<file path="src/rtl/gpr_wb_arbiter_pkg.sv">
// Shared definitions for the GPR write-port arbiter: register-file geometry,
// the hard-wired zero register and the write-source tag.
package gpr_wb_arbiter_pkg;

  localparam int GPR_AW  = 5;
  localparam int NUM_GPR = 1 << GPR_AW;

  localparam logic [GPR_AW-1:0] ZERO_REG = '0;

  typedef enum logic [1:0] {
    SRC_NONE,
    SRC_WB,
    SRC_MDU
  } wr_src_e;

endpackage

</file>
<file path="src/rtl/sync_fifo.sv">
// Single-clock FIFO with combinational head output; a pop frees a slot for a
// push on the same edge, even when full.
module sync_fifo #(
  parameter int DEPTH = 2,
  parameter int WIDTH = 8
) (
  input  logic             clk,
  input  logic             rst_n,
  input  logic             push,
  input  logic [WIDTH-1:0] push_data,
  input  logic             pop,
  output logic [WIDTH-1:0] pop_data,
  output logic             full,
  output logic             empty
);

  localparam int PW = $clog2(DEPTH);

  // One extra pointer bit distinguishes full from empty when the indices match.
  logic [PW:0]      wr_ptr_q, wr_ptr_d;
  logic [PW:0]      rd_ptr_q, rd_ptr_d;
  logic [WIDTH-1:0] mem [DEPTH];
  logic             do_push, do_pop;

  assign empty   = (wr_ptr_q == rd_ptr_q);
  assign full    = (wr_ptr_q[PW] != rd_ptr_q[PW]) &&
                   (wr_ptr_q[PW-1:0] == rd_ptr_q[PW-1:0]);
  assign do_pop  = pop && !empty;
  assign do_push = push && (!full || do_pop);
  assign pop_data = mem[rd_ptr_q[PW-1:0]];

  always_comb begin
    wr_ptr_d = do_push ? wr_ptr_q + 1'b1 : wr_ptr_q;
    rd_ptr_d = do_pop  ? rd_ptr_q + 1'b1 : rd_ptr_q;
  end

  always_ff @(posedge clk or negedge rst_n) begin
    if (!rst_n) begin
      wr_ptr_q <= '0;
      rd_ptr_q <= '0;
    end else begin
      wr_ptr_q <= wr_ptr_d;
      rd_ptr_q <= rd_ptr_d;
    end
  end

  // NOTE: storage has no reset; the pointers alone decide which entries are valid.
  always_ff @(posedge clk) begin
    if (do_push) mem[wr_ptr_q[PW-1:0]] <= push_data;
  end

endmodule

</file>
<file path="src/rtl/gpr_wb_arbiter.sv">
// Owns the GPR file write port: WB results take priority, MDU results queue in
// a FIFO, and a pending scoreboard feeds decode its stall/bypass signals.
module gpr_wb_arbiter
  import gpr_wb_arbiter_pkg::*;
#(
  parameter int FIFO_DEPTH = 2,
  parameter int AW         = GPR_AW,
  parameter int DW         = 32
) (
  input  logic          clk,
  input  logic          reset,
  input  logic          wb_we,
  input  logic [AW-1:0] wb_rd,
  input  logic [DW-1:0] wb_data,
  input  logic          mdu_valid,
  output logic          mdu_ready,
  input  logic [AW-1:0] mdu_rd,
  input  logic [DW-1:0] mdu_data,
  input  logic          iss_valid,
  input  logic [AW-1:0] iss_rd,
  output logic          iss_busy,
  input  logic [AW-1:0] rs,
  input  logic [AW-1:0] rt,
  output logic          rs_busy,
  output logic          rt_busy,
  output logic          fwd_rs,
  output logic          fwd_rt,
  output logic          regWrite,
  output logic [AW-1:0] rw,
  output logic [DW-1:0] Wd
);

  localparam int            NGPR = 1 << AW;
  localparam logic [AW-1:0] ZERO = AW'(ZERO_REG);

  typedef struct packed {
    logic [AW-1:0] rd;
    logic [DW-1:0] data;
  } mdu_ent_t;

  mdu_ent_t        push_ent, pop_ent;
  logic            fifo_push, fifo_pop, fifo_full, fifo_empty;
  logic            wb_sel, src_mdu;

  logic            reg_write_q, reg_write_d;
  logic [AW-1:0]   rw_q, rw_d;
  logic [DW-1:0]   wd_q, wd_d;
  wr_src_e         src_q, src_d;
  logic [NGPR-1:0] pending_q, pending_d;

  assign wb_sel    = wb_we && (wb_rd != ZERO);
  assign mdu_ready = !fifo_full;
  // Results for $0 complete the handshake but are never stored.
  assign fifo_push = mdu_valid && mdu_ready && (mdu_rd != ZERO);
  assign fifo_pop  = !wb_sel && !fifo_empty;
  assign push_ent  = '{rd: mdu_rd, data: mdu_data};

  sync_fifo #(
    .DEPTH (FIFO_DEPTH),
    .WIDTH (AW + DW)
  ) u_mdu_fifo (
    .clk       (clk),
    .rst_n     (reset),
    .push      (fifo_push),
    .push_data (push_ent),
    .pop       (fifo_pop),
    .pop_data  (pop_ent),
    .full      (fifo_full),
    .empty     (fifo_empty)
  );

  always_comb begin
    reg_write_d = 1'b0;
    rw_d        = rw_q;
    wd_d        = wd_q;
    src_d       = SRC_NONE;
    if (wb_sel) begin
      reg_write_d = 1'b1;
      rw_d        = wb_rd;
      wd_d        = wb_data;
      src_d       = SRC_WB;
    end else if (!fifo_empty) begin
      reg_write_d = 1'b1;
      rw_d        = pop_ent.rd;
      wd_d        = pop_ent.data;
      src_d       = SRC_MDU;
    end
  end

  assign src_mdu = (src_q == SRC_MDU);

  always_comb begin
    pending_d = pending_q;
    if (reg_write_q && src_mdu) pending_d[rw_q] = 1'b0;
    // NOTE: in always_comb the later blocking assignment wins, so a same-edge set overrides the clear.
    if (iss_valid && (iss_rd != ZERO)) pending_d[iss_rd] = 1'b1;
  end

  // NOTE: state flops use non-blocking assignments so every flop samples pre-edge values.
  always_ff @(posedge clk or negedge reset) begin
    if (!reset) begin
      reg_write_q <= 1'b0;
      rw_q        <= '0;
      wd_q        <= '0;
      src_q       <= SRC_NONE;
      pending_q   <= '0;
    end else begin
      reg_write_q <= reg_write_d;
      rw_q        <= rw_d;
      wd_q        <= wd_d;
      src_q       <= src_d;
      pending_q   <= pending_d;
    end
  end

  assign regWrite = reg_write_q;
  assign rw       = rw_q;
  assign Wd       = wd_q;

  assign fwd_rs   = reg_write_q && (rw_q == rs) && (rs != ZERO);
  assign fwd_rt   = reg_write_q && (rw_q == rt) && (rt != ZERO);
  // A committing MDU write is the value decode was waiting for, so bypass clears the stall.
  assign rs_busy  = pending_q[rs] && !(fwd_rs && src_mdu);
  assign rt_busy  = pending_q[rt] && !(fwd_rt && src_mdu);
  assign iss_busy = pending_q[iss_rd];

endmodule

</file>
<file path="config.mk">
export PLATFORM = sky130hd
export DESIGN_NAME = gpr_wb_arbiter
export DESIGN_NICKNAME = d
export VERILOG_FILES = /design/src/rtl/gpr_wb_arbiter_pkg.sv /design/src/rtl/sync_fifo.sv /design/src/rtl/gpr_wb_arbiter.sv
export SDC_FILE = /design/constraint.sdc
export NUM_CORES = 1
export LEC_CHECK = 0
export BUFFER_PORTS_ARGS = -buffer_cell sky130_fd_sc_hd__buf_2
export CAP_MARGIN = 15
export CORE_UTILIZATION = 45
export DETAILED_ROUTE_END_ITERATION = 7
export GPL_TIMING_DRIVEN = 0
export PLACE_DENSITY = 0.67
export SLEW_MARGIN = 10
export SYNTH_ARGS = -nofsm -noshare
export SYNTH_HDL_FRONTEND = slang
export SYNTH_HIERARCHICAL = 1
export SYNTH_SLANG_ARGS = --single-unit
</file>
<file path="constraint.sdc">
create_clock -name clk -period 9.95 [get_ports clk]
set_clock_uncertainty 0.2 [all_clocks]
set_input_delay 0.995 -clock clk [delete_from_list [all_inputs] [get_ports clk]]
set_output_delay 0.995 -clock clk [all_outputs]
set_load 0.03 [all_outputs]
</file>
==> results of run 1 <==
[path summary, 6_finish.rpt]
path / slack, ns / from / end
hold reg to reg: 0.36 / Wd[13]$_DFFE_PN0P_ / Wd[13]$_DFFE_PN0P_
min in group clk: 0.36 / Wd[13]$_DFFE_PN0P_ / Wd[13]$_DFFE_PN0P_
setup / recovery: 6.13 / iss_rd[0] / iss_busy
hold / removal: 0.25 / reset / pending_q[0]$_DFF_PN0_
max in group asynchronous: 8.71 / reset / Wd[11]$_DFFE_PN0P_
setup reg to reg: 6.24 / u_mdu_fifo/rd_ptr_q[0]$_DFFE_PN0P_ / u_mdu_fifo/mem[0][30]$_DFFE_PP_
[cell usage after synthesis (2+ instances only)]
| master | instances | area share, % |
|---|---|---|
| or3b_2 | 2 | 0.25 |
| o21ai_0 | 95 | 6.7 |
| nand4_1 | 3 | 0.26 |
| nand2_1 | 55 | 2.9 |
| buf_1 | 4 | 0.21 |
| buf_2 | 16 | 1.1 |
| or3_1 | 4 | 0.35 |
| edfxtp_1 | 74 | 31 |
| and2_1 | 2 | 0.18 |
| nand3b_1 | 6 | 0.63 |
| inv_1 | 6 | 0.32 |
| nand3_1 | 12 | 0.85 |
| nor3_1 | 4 | 0.28 |
| clkbuf_1 | 16 | 0.85 |
| and2b_2 | 2 | 0.25 |
| nor2_1 | 14 | 0.74 |
| mux2i_1 | 50 | 7.1 |
| a31oi_1 | 2 | 0.18 |
| a22o_1 | 2 | 0.25 |
| xnor2_1 | 8 | 0.99 |
| mux4_2 | 15 | 4.8 |
| nor2b_1 | 4 | 0.35 |
| mux4_1 | 3 | 1.1 |
| nor3b_1 | 2 | 0.21 |
| mux2_2 | 39 | 6.2 |
| o21a_1 | 3 | 0.32 |
| o2111ai_1 | 2 | 0.25 |
| a21oi_1 | 8 | 0.56 |
| o21ai_1 | 5 | 0.35 |
| dfrtp_1 | 76 | 27 |
| nand2b_1 | 4 | 0.35 |
| or4_1 | 2 | 0.21 |
| a22oi_1 | 3 | 0.32 |
[area by class of cell]
class	instances	area share, %
Clock inverter	12	2.061
Clock buffer	20	4.996
Tap cell	211	3.020
Inverter	6	0.2577
Timing Repair Buffer	137	8.589
Multi-Input combinational cell	367	31.73
Sequential cell	150	47.18
Buffer	39	2.161
[flip-flops by register name (all words and copies together), names as in the netlist]
name and count:
u_mdu_fifo/wr_ptr_q 2, u_mdu_fifo/mem 74, u_mdu_fifo/rd_ptr_q 2, Wd 32
regWrite 1, pending_q 32, src_q 2, rw 5
[per-stage QoR]
step | hold WS [ns] | cell area (µm²) | utilization (%) | setup slack, ns | power [mW]
finish | 0.2478 | 8741 | 57.08 | 6.127 | 2.757
detailed placement | 0.3563 | 8124 | 53.05 | 5.762 | 2.098
floorplan | 0.2923 | 7093 | - | 4.316 | 1.755
global route | 0.2464 | 8741 | 57.08 | 5.907 | 2.895
global placement | 0.3348 | 8013 | 52.32 | 2.325 | 2.040
CTS | 0.2370 | 8741 | 57.08 | 6.138 | 2.768
[logic make-up (layout without fill, tap and decap cells)]
logic type	Yosys count	count (layout)	share of synthesized area (%)
buffers and inverters	45	214	2.981
DFF	150	150	58.14
and+or+nand+nor	122	122	8.450
AOI/OAI and AO/OA	128	128	9.967
muxes	107	107	19.12
xor gates and xnor gates	10	10	1.341
[power breakdown]
| part | internal (mW) | total, mW | switching [mW] |
|---|---|---|---|
| Clock | 0.420 | 0.667 | 0.247 |
| Sequential | 0.886 | 0.998 | 0.113 |
| Combinational | 0.439 | 1.09 | 0.653 |
| Total | 1.74 | 2.76 | 1.01 |
[layer usage]
layer  wire length, µm  global-route usage, %
met1              7563                  29.69
met3              1351                  6.198
met5                 0                      0
met2              9121                  39.47
met4               340                  9.104
==> impl_metrics.env, run 1 <==
export IMPL_outcome="finished, final reports clean"
export IMPL_first_pass_iters=5
export IMPL_core_area_um2=15310
export IMPL_grt_pass1_vias=5439
export IMPL_synth_distinct_cells=52
export IMPL_synthArstFlopShare_pct=50.67
export IMPL_leakage_nw=3.418
export IMPL_fmax_mhz=261.6
export IMPL_post_place_cells=910
export IMPL_reg2reg_depth=12
export IMPL_insertion_delay_ns=0.42
export IMPL_io_buffer_count=131
export IMPL_area_delta_synth_final_pct=23.23
export IMPL_rsz0062_at_grt="no"
export IMPL_final_common_cell="buf_2"
export IMPL_cts_buffers=17
export IMPL_cellPowerDensity_nw_per_um2=315.4
export IMPL_grt_total_usage_pct=23.71
export IMPL_fin_crit_sh_pct=38.43
export IMPL_ys_flop_type="dfrtp_1"
export IMPL_diodes=0
export IMPL_path_delay_family="buffers and inverters"
export IMPL_wl_per_cell_um=19.51
export IMPL_peakVddDrop_uv=159.8
export IMPL_setup_viol=0
export IMPL_layout_drive_gt1_share_pct=33.93
export IMPL_crit_type="primary input to primary output"
export IMPL_drt_wl_total_um=18380
export IMPL_finalSetupTns_ns=0
export IMPL_worstPathMaxFanout=10
export IMPL_die_x_um=127.6
export IMPL_clk_pin_slew_ns=0.06
export IMPL_final_max_slew_viol_count=0
export IMPL_pin_count=138
export IMPL_hold_class="primary input to async pin"
export IMPL_cts_tree="yes"
export IMPL_crit_path_top_delay_cell="mux4_2"
export IMPL_cts_buffer_depth=2
export IMPL_path_depth=8
export IMPL_cp_common_cell="buf_2"
export IMPL_ys_warn_count=6
export IMPL_h_tree_depth=4
export IMPL_end_kind="primary output"
export IMPL_ys_seq_elements=150
export IMPL_drtIter0Drc=430
export IMPL_nFillCells=1349
export IMPL_netlist_area_um2=7093
export IMPL_syn_nets=656
export IMPL_vias=5288
export IMPL_grt_max_degree=61
export IMPL_start_kind="primary input"
export IMPL_worstPathArrival_ns=2.63
export IMPL_ant_nets=0
export IMPL_multi_input_area_um2=2774
export IMPL_design_die_area_um2=16270
export IMPL_fp_row_count=45
export IMPL_required_ns=8.76
export IMPL_syn_avg_cell_area_um2=12.62
export IMPL_tightest_slew_ns=0.8439
export IMPL_gr_total_overflow=0
export IMPL_synth_seq_area_share_pct=58.14
export IMPL_netlist_instances=562
export IMPL_fin_nets=812
export IMPL_initial_core_util_pct=46.32
export IMPL_post_route_min_period_ns=3.823
export IMPL_hold_viol=0
export IMPL_cts_resized_gates=0
export IMPL_dp_hpwl_um=13200
export IMPL_cts_sinks=150
export IMPL_post_cts_buffers=0
export IMPL_cts_hold_buf=0
export IMPL_crit_path_cell_trace="buf_2 > buf_2 > mux4_2 > nand3b_1 > o21ai_0 > o21ai_0 > nand2_1 > buf_2"
export IMPL_via_per_inst=5.614
export IMPL_grt_pass1_wl_um=28710
export IMPL_crit_buf_inv=3
export IMPL_seq_area_um2=4124
export IMPL_relSlewSlack_pct=43.74
export IMPL_maxCapViolCount=0
export IMPL_synth_edf_count=74
export IMPL_final_cells=942
export IMPL_die_h_um=127.6
export IMPL_most_common_layout_cells="buf_2, o21ai_0, dfrtp_1"
export IMPL_drc=0
export IMPL_gp_congestion=0.9160
export IMPL_antenna_found_initial=0
export IMPL_cts_root_buf="clkbuf_16"
export IMPL_cp_slowest_stage_delay_ns=0.57
Power figures use the tool's default switching activity.
==> run 2: changes to the inputs <==
==> constraint.sdc (replaced) <==
create_clock -name clk -period 3.9 [get_ports clk]
set_clock_uncertainty 0.2 [all_clocks]
set_input_delay 0.39 -clock clk [delete_from_list [all_inputs] [get_ports clk]]
set_output_delay 0.39 -clock clk [all_outputs]
set_load 0.03 [all_outputs]
==> run 2 against run 1 <==
Compared with the run above: die area did not move; critical endpoint is now u_mdu_fifo/mem[1][27]$_DFFE_PP_; critical path depth rose by 2; largest cell class unchanged; via count rose by 6.2%; clock power rose by 140%; largest power group unchanged; global-route usage rose by 0.48 points; clock-buffer cell count fell by 1.
==> impl_metrics.env, run 2 (synthesis results as in run 1) <==
export IMPL_path_delay_family="buffers and inverters"
export IMPL_start_kind="primary input"
export IMPL_grt_pass1_wl_um=29700
export IMPL_insertion_delay_ns=0.41
export IMPL_final_common_cell="buf_2"
export IMPL_peakVddDrop_uv=418.5
export IMPL_crit_path_cell_trace="dlygate4sd3_1 > buf_2 > or4_1 > o21a_1 > buf_2 > buf_2 > nor2_1 > nor2_1 > a21oi_4 > buf_12"
export IMPL_post_route_min_period_ns=3.644
export IMPL_cts_sinks=150
export IMPL_hold_slack_ns=0.01694
export IMPL_cp_slowest_stage_delay_ns=0.56
export IMPL_required_ns=3.82
export IMPL_drc=0
export IMPL_final_max_slew_viol_count=0
export IMPL_reg2reg_depth=11
export IMPL_cts_tree="yes"
export IMPL_cts_buffer_depth=2
export IMPL_hold_class="primary input to flop"
export IMPL_cts_root_buf="clkbuf_16"
export IMPL_cellPowerDensity_nw_per_um2=743.8
export IMPL_wl_per_cell_um=18.14
export IMPL_fin_crit_sh_pct=93.43
export IMPL_design_die_area_um2=16270
export IMPL_fin_nets=882
export IMPL_end_kind="flop"
export IMPL_timing_final_ws_setup_ns=0.2561
export IMPL_outcome="finished, final reports clean"
export IMPL_largest_reg_flops=74
export IMPL_worstPathMaxFanout=23
export IMPL_tightest_slew_ns=0.9041
export IMPL_hold_path_cell_count=3
export IMPL_io_buffer_count=131
export IMPL_worstPathArrival_ns=3.56
export IMPL_via_per_inst=5.551
export IMPL_clk_pin_slew_ns=0.06
export IMPL_cts_buffers=17
export IMPL_crit_type="primary input to flop"
export IMPL_grt_max_degree=44
export IMPL_grt_pass1_vias=5790
export IMPL_dp_hpwl_um=12550
export IMPL_fp_row_count=45
export IMPL_gp_congestion=0.9061
export IMPL_maxCapViolCount=0
export IMPL_drt_wl_total_um=18360
export IMPL_initial_core_util_pct=46.32
export IMPL_cp_common_cell="buf_2"
export IMPL_fin_util_pct=61.58
export IMPL_die_h_um=127.6
export IMPL_finalSetupTns_ns=0
export IMPL_post_place_ws_ns=0.1494
export IMPL_grt_total_usage_pct=24.18
export IMPL_diodes=0
export IMPL_core_area_um2=15310
export IMPL_ant_nets=0
export IMPL_antenna_found_initial=0
export IMPL_pin_count=138
export IMPL_die_x_um=127.6
export IMPL_most_common_layout_cells="buf_2, o21ai_0, dfrtp_1"
export IMPL_gr_total_overflow=0
export IMPL_drtIter0Drc=365
export IMPL_crit_buf_inv=5
export IMPL_h_tree_depth=4
export IMPL_first_pass_iters=5
export IMPL_hold_viol=0
export IMPL_leakage_nw=3.687
export IMPL_fmax_mhz=274.4
export IMPL_vias=5618
export IMPL_rsz0062_at_grt="no"
export IMPL_area_delta_synth_final_pct=32.95
export IMPL_relSlewSlack_pct=39.72
export IMPL_setup_viol=0
export IMPL_path_depth=10
export IMPL_crit_path_top_delay_cell="a21oi_4"
export IMPL_layout_drive_gt1_share_pct=30.96
run 2: cell count changes in the layout (fill, tap and decap cells not counted), sizes merged:
cell	before	now
clkinv	6	2
clkbuf	36	35
buf	160	159
bufinv	4	2
inv	6	10
dlygate4sd3	0	71
clkinvlp	2	5
run 2: area by class of cell:
type,count,area (µm²)
Buffer,39,188.9
Clock buffer,19,432.9
Clock inverter,13,146.4
Fill cell,1218,5884
Inverter,6,22.52
Multi-Input combinational cell,367,2780
Sequential cell,150,4124
Tap cell,211,264.0
Timing Repair Buffer,207,1471
run 2: repair_timing:
item	4_1_cts	5_1_grt
setup endpoints to repair	0	24
hold buffers	71	0
endpoints found under the hold margin	140	0
buffers inserted	0	1
gates resized for setup	0	0
run 2: worst paths after layout:
kind	startpoint	to	slack (ns)
max in group asynchronous	reset	pending_q[4]$_DFF_PN0_	2.61
max reg2reg	u_mdu_fifo/rd_ptr_q[0]$_DFFE_PN0P_	u_mdu_fifo/mem[1][27]$_DFFE_PP_	0.35
min	wb_rd[2]	rw[2]$_DFFE_PN0P_	0.02
min reg2reg	pending_q[0]$_DFF_PN0_	pending_q[0]$_DFF_PN0_	0.36
max	wb_rd[1]	u_mdu_fifo/mem[1][27]$_DFFE_PP_	0.26
min in group asynchronous	reset	Wd[29]$_DFFE_PN0P_	0.29
run 2: worst register-to-register path, stage by stage (launching register included):
cell and delay (ns):
dfrtp_1 0.32, buf_2 0.17, buf_2 0.28, xor2_1 0.21, nor2_1 0.05, clkbuf_1 0.11, buf_2 0.23, buf_2 0.26
nor2_1 0.43, nor2_1 0.16, a21oi_4 0.56, buf_12 0.27
run 2: power breakdown:
group	switching [mW]	internal, mW
Combinational	1.68	1.19
Clock	0.642	0.949
Sequential	0.291	2.26
run 2: through the flow:
stage	cells	power, mW	area (µm²)
final	1012	7.014	9430
after global routing	1012	7.386	9430
after CTS	1011	7.021	9410
after detailed placement	908	5.354	8120
after global placement	904	5.202	8028
after floorplan	562	4.481	7108
run 2: metal layers:
metal  GRT usage (%)  up-vias  wire, µm
met5               0        -         0
met4           11.69        0       510
met3           4.648       35      1087
met2           40.82      267      9321
met1           29.96     2777      7443
li1                -     2539         -
